===== src/rtl/fetch_unit_pkg.sv =====
// Shared fetch-stage constants: instruction width, reset NOP and fetch FSM encoding.
// Imported by the fetch unit and any stage that decodes the IR.
package fetch_unit_pkg;

  localparam int unsigned INSTR_WIDTH = 32;
  localparam logic [31:0] NOP_INSTR   = 32'h0000_0013;

  localparam logic [6:0] OPCODE_OP_IMM = 7'b0010011;
  localparam logic [6:0] OPCODE_OP     = 7'b0110011;
  localparam logic [6:0] OPCODE_LOAD   = 7'b0000011;
  localparam logic [6:0] OPCODE_STORE  = 7'b0100011;
  localparam logic [6:0] OPCODE_BRANCH = 7'b1100011;

  typedef logic [1:0] fetch_state_t;

  localparam fetch_state_t FETCH_STATE_REQ  = 2'd0;
  localparam fetch_state_t FETCH_STATE_WAIT = 2'd1;
  localparam fetch_state_t FETCH_STATE_HOLD = 2'd2;

endpackage


===== src/rtl/fetch_unit.sv =====
// Instruction fetch stage: owns PC and IR, prefetches the word at PC into a
// one-entry buffer over a valid/ready port, and loads IR/PC on controller pulses.
module fetch_unit #(
  parameter int unsigned            XLEN        = 32,
  parameter int unsigned            INSTR_WIDTH = fetch_unit_pkg::INSTR_WIDTH,
  parameter logic [XLEN-1:0]        RESET_PC    = '0,
  parameter logic [INSTR_WIDTH-1:0] NOP_INSTR   = fetch_unit_pkg::NOP_INSTR
) (
  input  logic                   clk,
  input  logic                   reset,
  input  logic                   PCWrite,
  input  logic                   IRWrite,
  input  logic [XLEN-1:0]        nextPC,
  output logic                   imemReqValid,
  output logic [XLEN-1:0]        imemReqAddr,
  input  logic                   imemReqReady,
  input  logic                   imemRespValid,
  input  logic [INSTR_WIDTH-1:0] imemRespData,
  output logic [XLEN-1:0]        pc,
  output logic [INSTR_WIDTH-1:0] instr,
  output logic                   fetchBusy,
  output logic                   misaligned
);
  import fetch_unit_pkg::*;

  fetch_state_t           state_q, state_d;
  logic [XLEN-1:0]        pc_q, pc_d;
  logic [INSTR_WIDTH-1:0] instr_q, instr_d;
  logic [INSTR_WIDTH-1:0] buf_q, buf_d;
  logic                   buf_valid_q, buf_valid_d;
  logic                   ir_pending_q, ir_pending_d;
  logic                   drop_q, drop_d;
  logic                   misaligned_q, misaligned_d;

  assign imemReqValid = (state_q == FETCH_STATE_REQ);
  assign imemReqAddr  = pc_q;
  assign fetchBusy    = ir_pending_q | (IRWrite & ~buf_valid_q);
  assign pc           = pc_q;
  assign instr        = instr_q;
  assign misaligned   = misaligned_q;

  always_comb begin
    state_d      = state_q;
    pc_d         = pc_q;
    instr_d      = instr_q;
    buf_d        = buf_q;
    buf_valid_d  = buf_valid_q;
    ir_pending_d = ir_pending_q;
    drop_d       = drop_q;
    misaligned_d = misaligned_q;

    // PCWrite has priority; a simultaneous IRWrite is ignored.
    if (PCWrite) begin
      pc_d         = {nextPC[XLEN-1:2], 2'b00};
      buf_valid_d  = 1'b0;
      ir_pending_d = 1'b0;
      if (nextPC[1:0] != 2'b00) misaligned_d = 1'b1;
    end else if (IRWrite) begin
      if (buf_valid_q) instr_d = buf_q;
      else             ir_pending_d = 1'b1;
    end

    unique case (state_q)
      FETCH_STATE_REQ: begin
        if (imemReqReady) begin
          state_d = FETCH_STATE_WAIT;
          // Request went out for the old PC, so its response is stale.
          drop_d  = PCWrite;
        end
      end
      FETCH_STATE_WAIT: begin
        if (imemRespValid) begin
          if (drop_q || PCWrite) begin
            drop_d  = 1'b0;
            state_d = FETCH_STATE_REQ;
          end else begin
            buf_d       = imemRespData;
            buf_valid_d = 1'b1;
            state_d     = FETCH_STATE_HOLD;
            if (fetchBusy) begin
              instr_d      = imemRespData;
              ir_pending_d = 1'b0;
            end
          end
        end else if (PCWrite) begin
          drop_d = 1'b1;
        end
      end
      FETCH_STATE_HOLD: begin
        if (PCWrite) state_d = FETCH_STATE_REQ;
      end
      default: state_d = FETCH_STATE_REQ;
    endcase
  end

  always_ff @(posedge clk or posedge reset) begin
    if (reset) begin
      state_q      <= FETCH_STATE_REQ;
      pc_q         <= RESET_PC;
      instr_q      <= NOP_INSTR;
      buf_q        <= '0;
      buf_valid_q  <= 1'b0;
      ir_pending_q <= 1'b0;
      drop_q       <= 1'b0;
      misaligned_q <= 1'b0;
    end else begin
      state_q      <= state_d;
      pc_q         <= pc_d;
      instr_q      <= instr_d;
      buf_q        <= buf_d;
      buf_valid_q  <= buf_valid_d;
      ir_pending_q <= ir_pending_d;
      drop_q       <= drop_d;
      misaligned_q <= misaligned_d;
    end
  end

endmodule


===== config.mk =====
export PLATFORM = sky130hd
export DESIGN_NAME = fetch_unit
export DESIGN_NICKNAME = d
export VERILOG_FILES = /design/src/rtl/fetch_unit_pkg.sv /design/src/rtl/fetch_unit.sv
export SDC_FILE = /design/constraint.sdc
export NUM_CORES = 1
export LEC_CHECK = 0
export CAP_MARGIN = 25
export CELL_PAD_IN_SITES_DETAIL_PLACEMENT = 1
export CELL_PAD_IN_SITES_GLOBAL_PLACEMENT = 1
export CORE_MARGIN = 2
export CORE_UTILIZATION = 32
export CTS_CLUSTER_DIAMETER = 40
export DETAILED_ROUTE_END_ITERATION = 6
export GPL_ROUTABILITY_DRIVEN = 0
export GPL_TIMING_DRIVEN = 1
export PLACE_DENSITY = 0.82
export SLEW_MARGIN = 0
export SYNTH_ARGS = -nofsm -noshare
export SYNTH_HDL_FRONTEND = slang
export SYNTH_SLANG_ARGS = --single-unit

===== constraint.sdc =====
create_clock -name clk -period 3.5 [get_ports clk]
set_clock_uncertainty 0.05 [all_clocks]
set_input_delay 0.7 -clock clk [delete_from_list [all_inputs] [get_ports clk]]
set_output_delay 0.7 -clock clk [all_outputs]
set_load 0.1 [all_outputs]

-- Word-level counts from Yosys, hierarchy flattened
Index checks and enable logic that the tools add are counted.
- register bits: 100
- latch bits: 0
- RAM bits: 0
- ROM bits: 0
- output and inout bits: 99
- logic and storage cells: 55
- memories kept: 0
- add/sub/neg operators: 0
- multipliers: 0
- div/mod/pow operators: 0
- $lt $le $gt $ge: 0
- equality and inequality tests: 7
- shifts and indexed selects: 0
- muxes and demuxes: 28
- bitwise operators: 4
- reduce and logical (&&, ||, !) cells: 8
- operators by type and width (kind ; number):
    $mux 32 ; 7
    $mux 1 ; 15
    $mux 2 ; 4
    $ne 3x3->1 const B ; 2
    $pmux 2 s3 ; 1
    $reduce_and 3->1 ; 2
    $ne 2x2->1 const B ; 2
    $reduce_and 4->1 ; 1
    $reduce_bool 2->1 ; 2
    $eq 2x1->1 const B ; 1
    $eq 2x2->1 const B ; 1
    $logic_not 2->1 ; 1
    $ne 2x1->1 const B ; 1
    $not 1->1 ; 2
    $pmux 1 s2 ; 1
    $reduce_and 2->1 ; 1
    $and 1x1->1 ; 1
    $logic_or 1x1->1 ; 1
    $or 1x1->1 ; 1

-- Logic depth before layout (Yosys ltp)
Gate-level depths: netlist of run 1.
- depth in word-level cells: 7
- mapped depth: 4
- mapped depth without buffers: 3

-- Least setup slack after synthesis of run 1
OpenSTA, ideal clock, no wires.
- kind: reg-to-output
- start point: register state_q[0]
- end point: output imemReqValid
- data arrival time: 1.719 ns
- data required time: 2.750 ns
- setup slack: 1.031 ns
- stages on the path, launching flop included: 2
- cells stage by stage: dfrtp_1 -> nor2_1
- word-level cells in the longest chain between the ends: 1
- RTL lines (what ; RTL line ; text):
    start, declared ; fetch_unit.sv:26 ; fetch_state_t state_q, state_d;
    start signal, assigned ; fetch_unit.sv:107 ; state_q <= state_d;
    $logic_not 2->1 ; fetch_unit.sv:35 ; assign imemReqValid = (state_q == FETCH_STATE_REQ);
    end, declared ; fetch_unit.sv:14 ; output logic imemReqValid,
No other way between the ends.

-- Final worst setup path of run 1
- start point: register pc_q[17], in the netlist imemReqAddr[17]
- end point: output imemReqAddr[17]
- RTL lines (what ; RTL line ; text):
    start, declared ; fetch_unit.sv:27 ; logic [XLEN-1:0] pc_q, pc_d;
    start signal, assigned ; fetch_unit.sv:108 ; pc_q <= pc_d;
    end, declared ; fetch_unit.sv:15 ; output logic [XLEN-1:0] imemReqAddr,
No word-level cell between the ends.

==> implementation parameters, run 1 <==
Parameter                              Value

Run status
  Outcome ... completed

Power
  Maximum vdd ir drop ... 0.5767 mV
  Cell Pwr Density ... 963.4 nW/um2
  Static leakage ... 2.800 nW

Finish
  Ant diodes ... 0
  Layout Area Growth over Synthesis ... 41.91%
  Final nets ... 505
  Layout cell share with drive strength beyond 1 ... 36.45%
  Number of filler cells placed in the layout ... 1380

Synthesis
  Proportion of register bits with asynchronous set or reset after synthesis ... 100.0%
  Share of the synthesized area in the top cell type ... 53.49%
  Cells after synthesis ... 298
  Combined area of all synthesized cells ... 4538 um2
  Leading post-synthesis cells by cell area ... sky130_fd_sc_hd__dfrtp_1 (53%), sky130_fd_sc_hd__mux2_2 (23%), sky130_fd_sc_hd__mux2_4 (9.9%)
  Combinational family with the most area after synthesis ... multiplexers
  Fraction of the mapped netlist area in compound gates ... 1.130%
  Adder-cell share of the synthesized area ... 0%
  Most numerous cell in the Yosys netlist ... sky130_fd_sc_hd__dfrtp_1
  Post-Synthesis Mean Instance Area ... 15.23 um2
  Multiplexer area fraction after synthesis ... 33.97%
  Ys Warns ... 0
  Fraction of the mapped netlist area in simple logic gates ... 1.875%
  Primary flip-flop cell chosen by synthesis mapping ... sky130_fd_sc_hd__dfrtp_1
  Yosys top cell by area ... sky130_fd_sc_hd__dfrtp_1
  Synthesized flop and latch total ... 100
  Number of distinct library cells after synthesis ... 25
  Post-Synth XOR/XNOR Area ... 0%
  Share of synthesized area occupied by flip-flops and latches ... 55.22%
  Number of enable flip-flop cells after synthesis ... 0
  Cell types with the highest counts after synthesis ... sky130_fd_sc_hd__dfrtp_1 (97), sky130_fd_sc_hd__mux2_2 (94), sky130_fd_sc_hd__buf_4 (34)

Global routing
  Global Route Usage Sum ... 13.95%
  Pin count of the biggest net entering global routing ... 53
  Global route overflow ... 0
  Vias in the first global route ... 3101
  First-pass GRT wire length ... 16.08 mm
  Antenna violations before repair ... 0

Setup path
  Buffers plus inverters on the worst setup path ... 1
  Path type of the worst setup path ... register to output port
  Launching element type of the critical path ... register
  Data arrival time at the worst-slack endpoint ... 1.88 ns
  Largest stage delay on the critical path ... 1.17 ns
  Crit path max-delay cell type ... sky130_fd_sc_hd__clkdlybuf4s50_1
  CP top delay family ... buffers and inverters
  Data required time at the worst endpoint ... 2.75 ns
  Critical path endpoint category ... output port
  Critical Path Fanout Max ... 3
  Cells along the critical path ... clkdlybuf4s50_1

Die
  Ports placed on the boundary ... 169
  Overall die area ... 15150 um2
  X dimension of the die ... 123.1 um
  Die boundary height ... 123.1 um
  Row Count ... 43
  Initial Util ... 32.69%
  Placeable core region ... 13880 um2

Clock tree
  Hold buffer count at CTS ... 0
  Clock-pin slew reported for the worst setup and hold paths after clock tree synthesis ... 0.06 ns
  Number of levels the H-tree was split into ... 3
  Quantity of gates resized following cts ... 0
  Root Driver ... sky130_fd_sc_hd__clkbuf_16
  Post-CTS setup buffer count ... 0
  Source-to-sink clock delay at the later pin of the worst-skew pair ... 0.34 ns
  TritonCTS clock tree ... done
  Clock net sink count ... 100
  Max Buffers Root-to-Sink ... 2
  Total clock buffers created by CTS ... 9

Route
  Avg Vias per Cell ... 4.540
  Met3 Routed Length ... 776 um
  Final routed wirelength across all metal layers ... 10.35 mm
  Highest signal layer in the routed design ... met4
  Post-DR wirelength/cell ... 16.71 um
  Via total after detailed routing ... 2810
  Number of violations reported at the end of detailed-routing iteration 0 ... 29
  First-pass iteration count of the detailed router ... 3
  Total DRC errors in the routed layout ... 0
  Total routed wire length on the met1 layer ... 4.334 mm
  ANT nets after route ... 0
  Length of routed met2 wiring ... 5.131 mm

Flow run
  Max-cap check violation count ... 0

STA
  Worst slew slack as a fraction of its limit ... 33.08%
  Maximum clock rate ... 0.3795 GHz
  Final total negative setup slack ... 0 ns
  Unrepaired setup endpoints after global routing ... no
  Final worst-path setup slack ... 0.8650 ns
  Share of the clock period used by the worst path after layout ... 75.28%
  Slew Viols, Final ... 0
  Transition time of the tightest slew-check pin ... 1.001 ns
  Final min period ... 2.635 ns
  Hold violation total from the final report ... 0
  Final setup violation count ... 0

Worst hold path
  Type of the worst min-delay path ... register to register

Placed design
  Placement-stage worst setup slack ... 0.6644 ns
  Number of port buffers ... 164
  Post-detail-place hpwl ... 7.389 mm
==> logic make-up (layout without fill, tap and decap cells) <==
kind of cell / count (synthesis) / after routing
other: 1 / 4
buffers and inverters: 51 / 189
DFF: 100 / 100
muxes: 127 / 127
and+or+nand+nor: 12 / 12
AOI/OAI and AO/OA: 7 / 7
==> power by group <==
part	leakage [nW]	internal [mW]	switching [mW]	total, mW
registers	1.19	1.58	0.234	1.82
clock network	0.149	0.610	0.411	1.02
logic	1.46	1.05	2.32	3.37
==> state kept, by name, summed over array words and instances, names as in the netlist <==
signal and count:
instr 32, buf_valid_q 1, state_q 2, misaligned 1
drop_q 1, buf_q 32, imemReqAddr 30, ir_pending_q 1
==> metrics by stage <==
step                area [um2]  utilization [%]  total power, mW  hold WS, ns  instances
CTS                       6440            46.39            6.286       0.4387        619
global placement          6116            44.06            5.142       0.3992        603
global route              6440            46.39            6.467       0.4635        619
floorplan                 4549                -            4.486       0.4041        301
detailed placement        6136            44.20            5.231       0.4234        604
finish                    6440            46.39            6.204       0.4277        619
==> cells in the final DEF, fill, tap and decap left out, drive strengths merged <==
cell type and count:
bufinv 1, conb 4, dfrtp 97, a2111o 1, nor2 3, clkbuf 14
buf 16, nor3b 1, mux2i 1, o211a 1, nand2b 3, a21boi 1
inv 4, nor3 1, mux2 126, nand2 1, dfstp 3, o21bai 1
or3 1, o21ai 3, nand3b 2, clkdlybuf4s50 154
==> final timing paths <==
kind | start | endpoint | slack (ns) | cells past startpoint
max | imemReqAddr[17] | imemReqAddr[17] | 0.87 | 1
min | misaligned | misaligned | 0.43 | 1
max reg2reg | buf_valid_q | instr[17] | 1.53 | 4
min reg2reg | misaligned | misaligned | 0.43 | 1
max in group asynchronous | reset | instr[1] | 1.87 | 3
min in group asynchronous | reset | imemReqAddr[8] | 0.76 | 2
==> per-layer routing <==
metal,vias to the layer above,GRT usage [%]
met4,0,4.048
li1,1270,-
met5,-,0
met2,115,24.21
met3,12,4.705
met1,1413,16.40
==> cell type report <==
cell class              count  area (um2)  area share, %
repair buffers            170        1687          26.19
clock buffers              14       274.0          4.255
flip-flops and latches    100        2506          38.92
inverters                   4       17.52         0.2720
clock inverters             1       30.03         0.4663
multi-input cells         150        1700          26.40
well taps                 180       225.2          3.497
Power figures use the tool's default switching activity.
==> run 2: changes to the inputs <==
--- a/config.mk
+++ b/config.mk
@@ -9,12 +9,12 @@
 export CELL_PAD_IN_SITES_DETAIL_PLACEMENT = 1
 export CELL_PAD_IN_SITES_GLOBAL_PLACEMENT = 1
 export CORE_MARGIN = 2
-export CORE_UTILIZATION = 32
+export CORE_UTILIZATION = 35
 export CTS_CLUSTER_DIAMETER = 40
 export DETAILED_ROUTE_END_ITERATION = 6
 export GPL_ROUTABILITY_DRIVEN = 0
 export GPL_TIMING_DRIVEN = 1
-export PLACE_DENSITY = 0.82
+export PLACE_DENSITY = 0.85
 export SLEW_MARGIN = 0
 export SYNTH_ARGS = -nofsm -noshare
 export SYNTH_HDL_FRONTEND = slang
==> constraint.sdc (replaced) <==
create_clock -name clk -period 2.7 [get_ports clk]
set_clock_uncertainty 0.05 [all_clocks]
set_input_delay 0.54 -clock clk [delete_from_list [all_inputs] [get_ports clk]]
set_output_delay 0.54 -clock clk [all_outputs]
set_load 0.1 [all_outputs]
==> run 2 against run 1 <==
Net effect:
- routed wire length did not move
- cell area fell by 2.2%
- total power rose by 31%
- critical endpoint is now fetchBusy
- highest routed layer unchanged
==> implementation parameters, run 2 (same netlist as run 1, synthesis figures left out) <==
Parameter                              Value

Power
  Sw Pwr ... 3.857 mW (+30%)
  Sequential Power Share ... 29.2% (about the same)
  Static leakage ... 2.920 nW (+4.3%)
  Clock group share of total power ... 18.2% (+1.7 points)
  Total power after layout ... 8.123 mW (+31%)
  Logic pwr share ... 52.6% (-1.6 points)
  Maximum vdd ir drop ... 0.8115 mV (+41%)
  Cell Pwr Density ... 1289 nW/um2 (+34%)
  Cell Int Power ... 4.266 mW (+32%)
  Switching share of total power ... 47.48% (-0.28 points)

Route
  First-pass iteration count of the detailed router ... 4 (+1)
  Total DRC errors in the routed layout ... 0 (unchanged)
  Via total after detailed routing ... 2855 (+1.6%)
  ANT nets after route ... 0 (unchanged)
  Avg Vias per Cell ... 4.650 (+2.4%)
  Number of violations reported at the end of detailed-routing iteration 0 ... 58 (+100%)
  Post-DR wirelength/cell ... 16.85 um (+0.81%)
  Final routed wirelength across all metal layers ... 10.35 mm (unchanged)

Setup path
  Worst r2r path cells ... 4 (unchanged)
  Source of the worst register-to-register timing path ... buf_valid_q
  Data arrival time at the worst-slack endpoint ... 1.45 ns (-0.43 ns)
  Register-to-register setup slack ... 0.88 ns (-0.65 ns)
  Critical path endpoint category ... output port
  Data required time at the worst endpoint ... 2.11 ns (-0.64 ns)
  Endpoint of the worst register-to-register path ... instr[12]
  Critical Path Fanout Max ... 2 (-1)
  Path type of the worst setup path ... input port to output port
  Launching element type of the critical path ... input port

STA
  Slew Viols, Final ... 0 (unchanged)
  Final setup violation count ... 0 (unchanged)
  Worst slew slack as a fraction of its limit ... 64.08% (+31 points)
  Final total negative setup slack ... 0 ns (unchanged)
  Final min period ... 2.043 ns
  Unrepaired setup endpoints after global routing ... no
  Transition time of the tightest slew-check pin ... 0.5377 ns (-0.4629 ns)
  Share of the clock period used by the worst path after layout ... 75.66%
  Maximum clock rate ... 0.4895 GHz
  Final worst-path setup slack ... 0.6573 ns (-0.2078 ns)
  Hold violation total from the final report ... 0 (unchanged)

Finish
  Total non-filler cell area in the finished layout ... 6301 um2 (-2.2%)
  Final core utilization ... 49.93% (+3.5 points)
  Final nets ... 507 (+0.40%)
  Ant diodes ... 0 (unchanged)
  Layout Area Growth over Synthesis ... 38.85%
  Commonest cells after routing, fill and taps aside ... sky130_fd_sc_hd__buf_4 (99), sky130_fd_sc_hd__dfrtp_1 (97), sky130_fd_sc_hd__mux2_2 (94), sky130_fd_sc_hd__clkdlybuf4s50_1 (68), sky130_fd_sc_hd__mux2_4 (30)
  Layout cell share with drive strength beyond 1 ... 56.56% (+20 points)
  Most frequent standard cell in the layout excluding fill and tap cells ... sky130_fd_sc_hd__buf_4

Placed design
  Number of port buffers ... 164 (unchanged)
  Post-detailed-placement cell area ... 5949 um2 (-3.0%)
  Placement-stage worst setup slack ... 0.3077 ns (-0.3568 ns)
  Post-detail-place hpwl ... 7.725 mm (+4.6%)

Die
  Initial Util ... 35.96% (+3.3 points)
  Placeable core region ... 12620 um2 (-9.1%)
  Ports placed on the boundary ... 169 (unchanged)
  X dimension of the die ... 117.9 um (-4.2%)
  Overall die area ... 13890 um2 (-8.3%)
  Row Count ... 41 (-4.7%)
  Die boundary height ... 117.9 um (-4.2%)

Worst hold path
  Cells on Worst Hold Path ... 1 (unchanged)
  Startpoint of the lowest-slack hold path ... buf_q[24]
  Hold-critical path endpoint ... buf_q[24]
  Type of the worst min-delay path ... register to register

Clock tree
  Clock-pin slew reported for the worst setup and hold paths after clock tree synthesis ... 0.06 ns (about the same)
  Post-CTS setup buffer count ... 0 (unchanged)
  Number of levels the H-tree was split into ... 3 (unchanged)
  Clock net sink count ... 100 (unchanged)
  TritonCTS clock tree ... done
  Root Driver ... sky130_fd_sc_hd__clkbuf_16
  Source-to-sink clock delay at the later pin of the worst-skew pair ... 0.33 ns (about the same)
  Total clock buffers created by CTS ... 9 (unchanged)
  Hold buffer count at CTS ... 0 (unchanged)
  Max Buffers Root-to-Sink ... 2 (unchanged)
  Quantity of gates resized following cts ... 0 (unchanged)

Global routing
  First-pass GRT wire length ... 16.84 mm (+4.7%)
  Pin count of the biggest net entering global routing ... 51 (-3.8%)
  Vias in the first global route ... 3190 (+2.9%)
  Global route overflow ... 0 (unchanged)
  Antenna violations before repair ... 0 (unchanged)
  Global Route Usage Sum ... 15.14% (+1.2 points)

Run status
  Outcome ... completed

Flow run
  Max-cap check violation count ... 0 (unchanged)
==> run 2: cell types whose count changed in the layout (fill, tap and decap cells not counted) <==
cell | previous run | this run
sky130_fd_sc_hd__clkdlybuf4s50_1 | 154 | 68
sky130_fd_sc_hd__buf_2 | 0 | 1
sky130_fd_sc_hd__clkbuf_8 | 3 | 2
sky130_fd_sc_hd__buf_4 | 14 | 99
sky130_fd_sc_hd__clkinvlp_4 | 0 | 1
sky130_fd_sc_hd__clkinv_2 | 0 | 1
sky130_fd_sc_hd__bufinv_16 | 1 | 3
sky130_fd_sc_hd__clkbuf_1 | 2 | 1
sky130_fd_sc_hd__buf_12 | 2 | 4
sky130_fd_sc_hd__inv_4 | 1 | 0
==> run 2: worst max-delay path by stage <==
stage | from | end | cells past startpoint
after global placement | IRWrite | instr[13] | 5
after CTS | IRWrite | fetchBusy | 4
after floorplan | state_q[0] | drop_q | 3
after global routing | IRWrite | fetchBusy | 4
after detailed placement | IRWrite | instr[9] | 5
final | IRWrite | fetchBusy | 4
==> run 2: per-layer routing <==
metal | share of wire (%) | GRT usage [%] | vias to the layer above
li1 | - | - | 1279
met1 | 39 | 17.28 | 1453
met2 | 53 | 27.22 | 113
met3 | 6.8 | 4.603 | 10
met4 | 1.1 | 4.443 | 0
met5 | 0 | 0 | -
==> run 2: power groups by stage <==
stage          registers [mW]  clock network, mW  logic (mW)
2_1_floorplan            4.40                  0        1.42
3_3_place_gp             2.36                  0        4.22
3_5_place_dp             2.40                  0        4.30
4_1_cts                  2.39               1.54        4.31
5_1_grt                  2.46               1.59        4.40
6_report                 2.37               1.48        4.27
==> run 2: stage by stage <==
stage | hold slack, ns | cells
finish | 0.4441 | 614
global route | 0.4748 | 614
CTS | 0.4542 | 614
detailed placement | 0.4265 | 598
global placement | 0.4036 | 598
floorplan | 0.4041 | 301
==> run 2: cell type report <==
class	instances	area [um2]
fill	1276	6319
sequential	100	2506
multi-input combinational	150	1700
timing repair buffer	172	1509
clock buffer	12	256.5
tap	172	215.2
clock inverter	4	95.09
inverter	4	18.77
==> run 2: worst max-delay path, cell delays in order <==
cell and delay [ns]:
sky130_fd_sc_hd__clkdlybuf4s50_1 0.50, sky130_fd_sc_hd__nand2b_1 0.09, sky130_fd_sc_hd__nand2_1 0.13, sky130_fd_sc_hd__buf_12 0.19
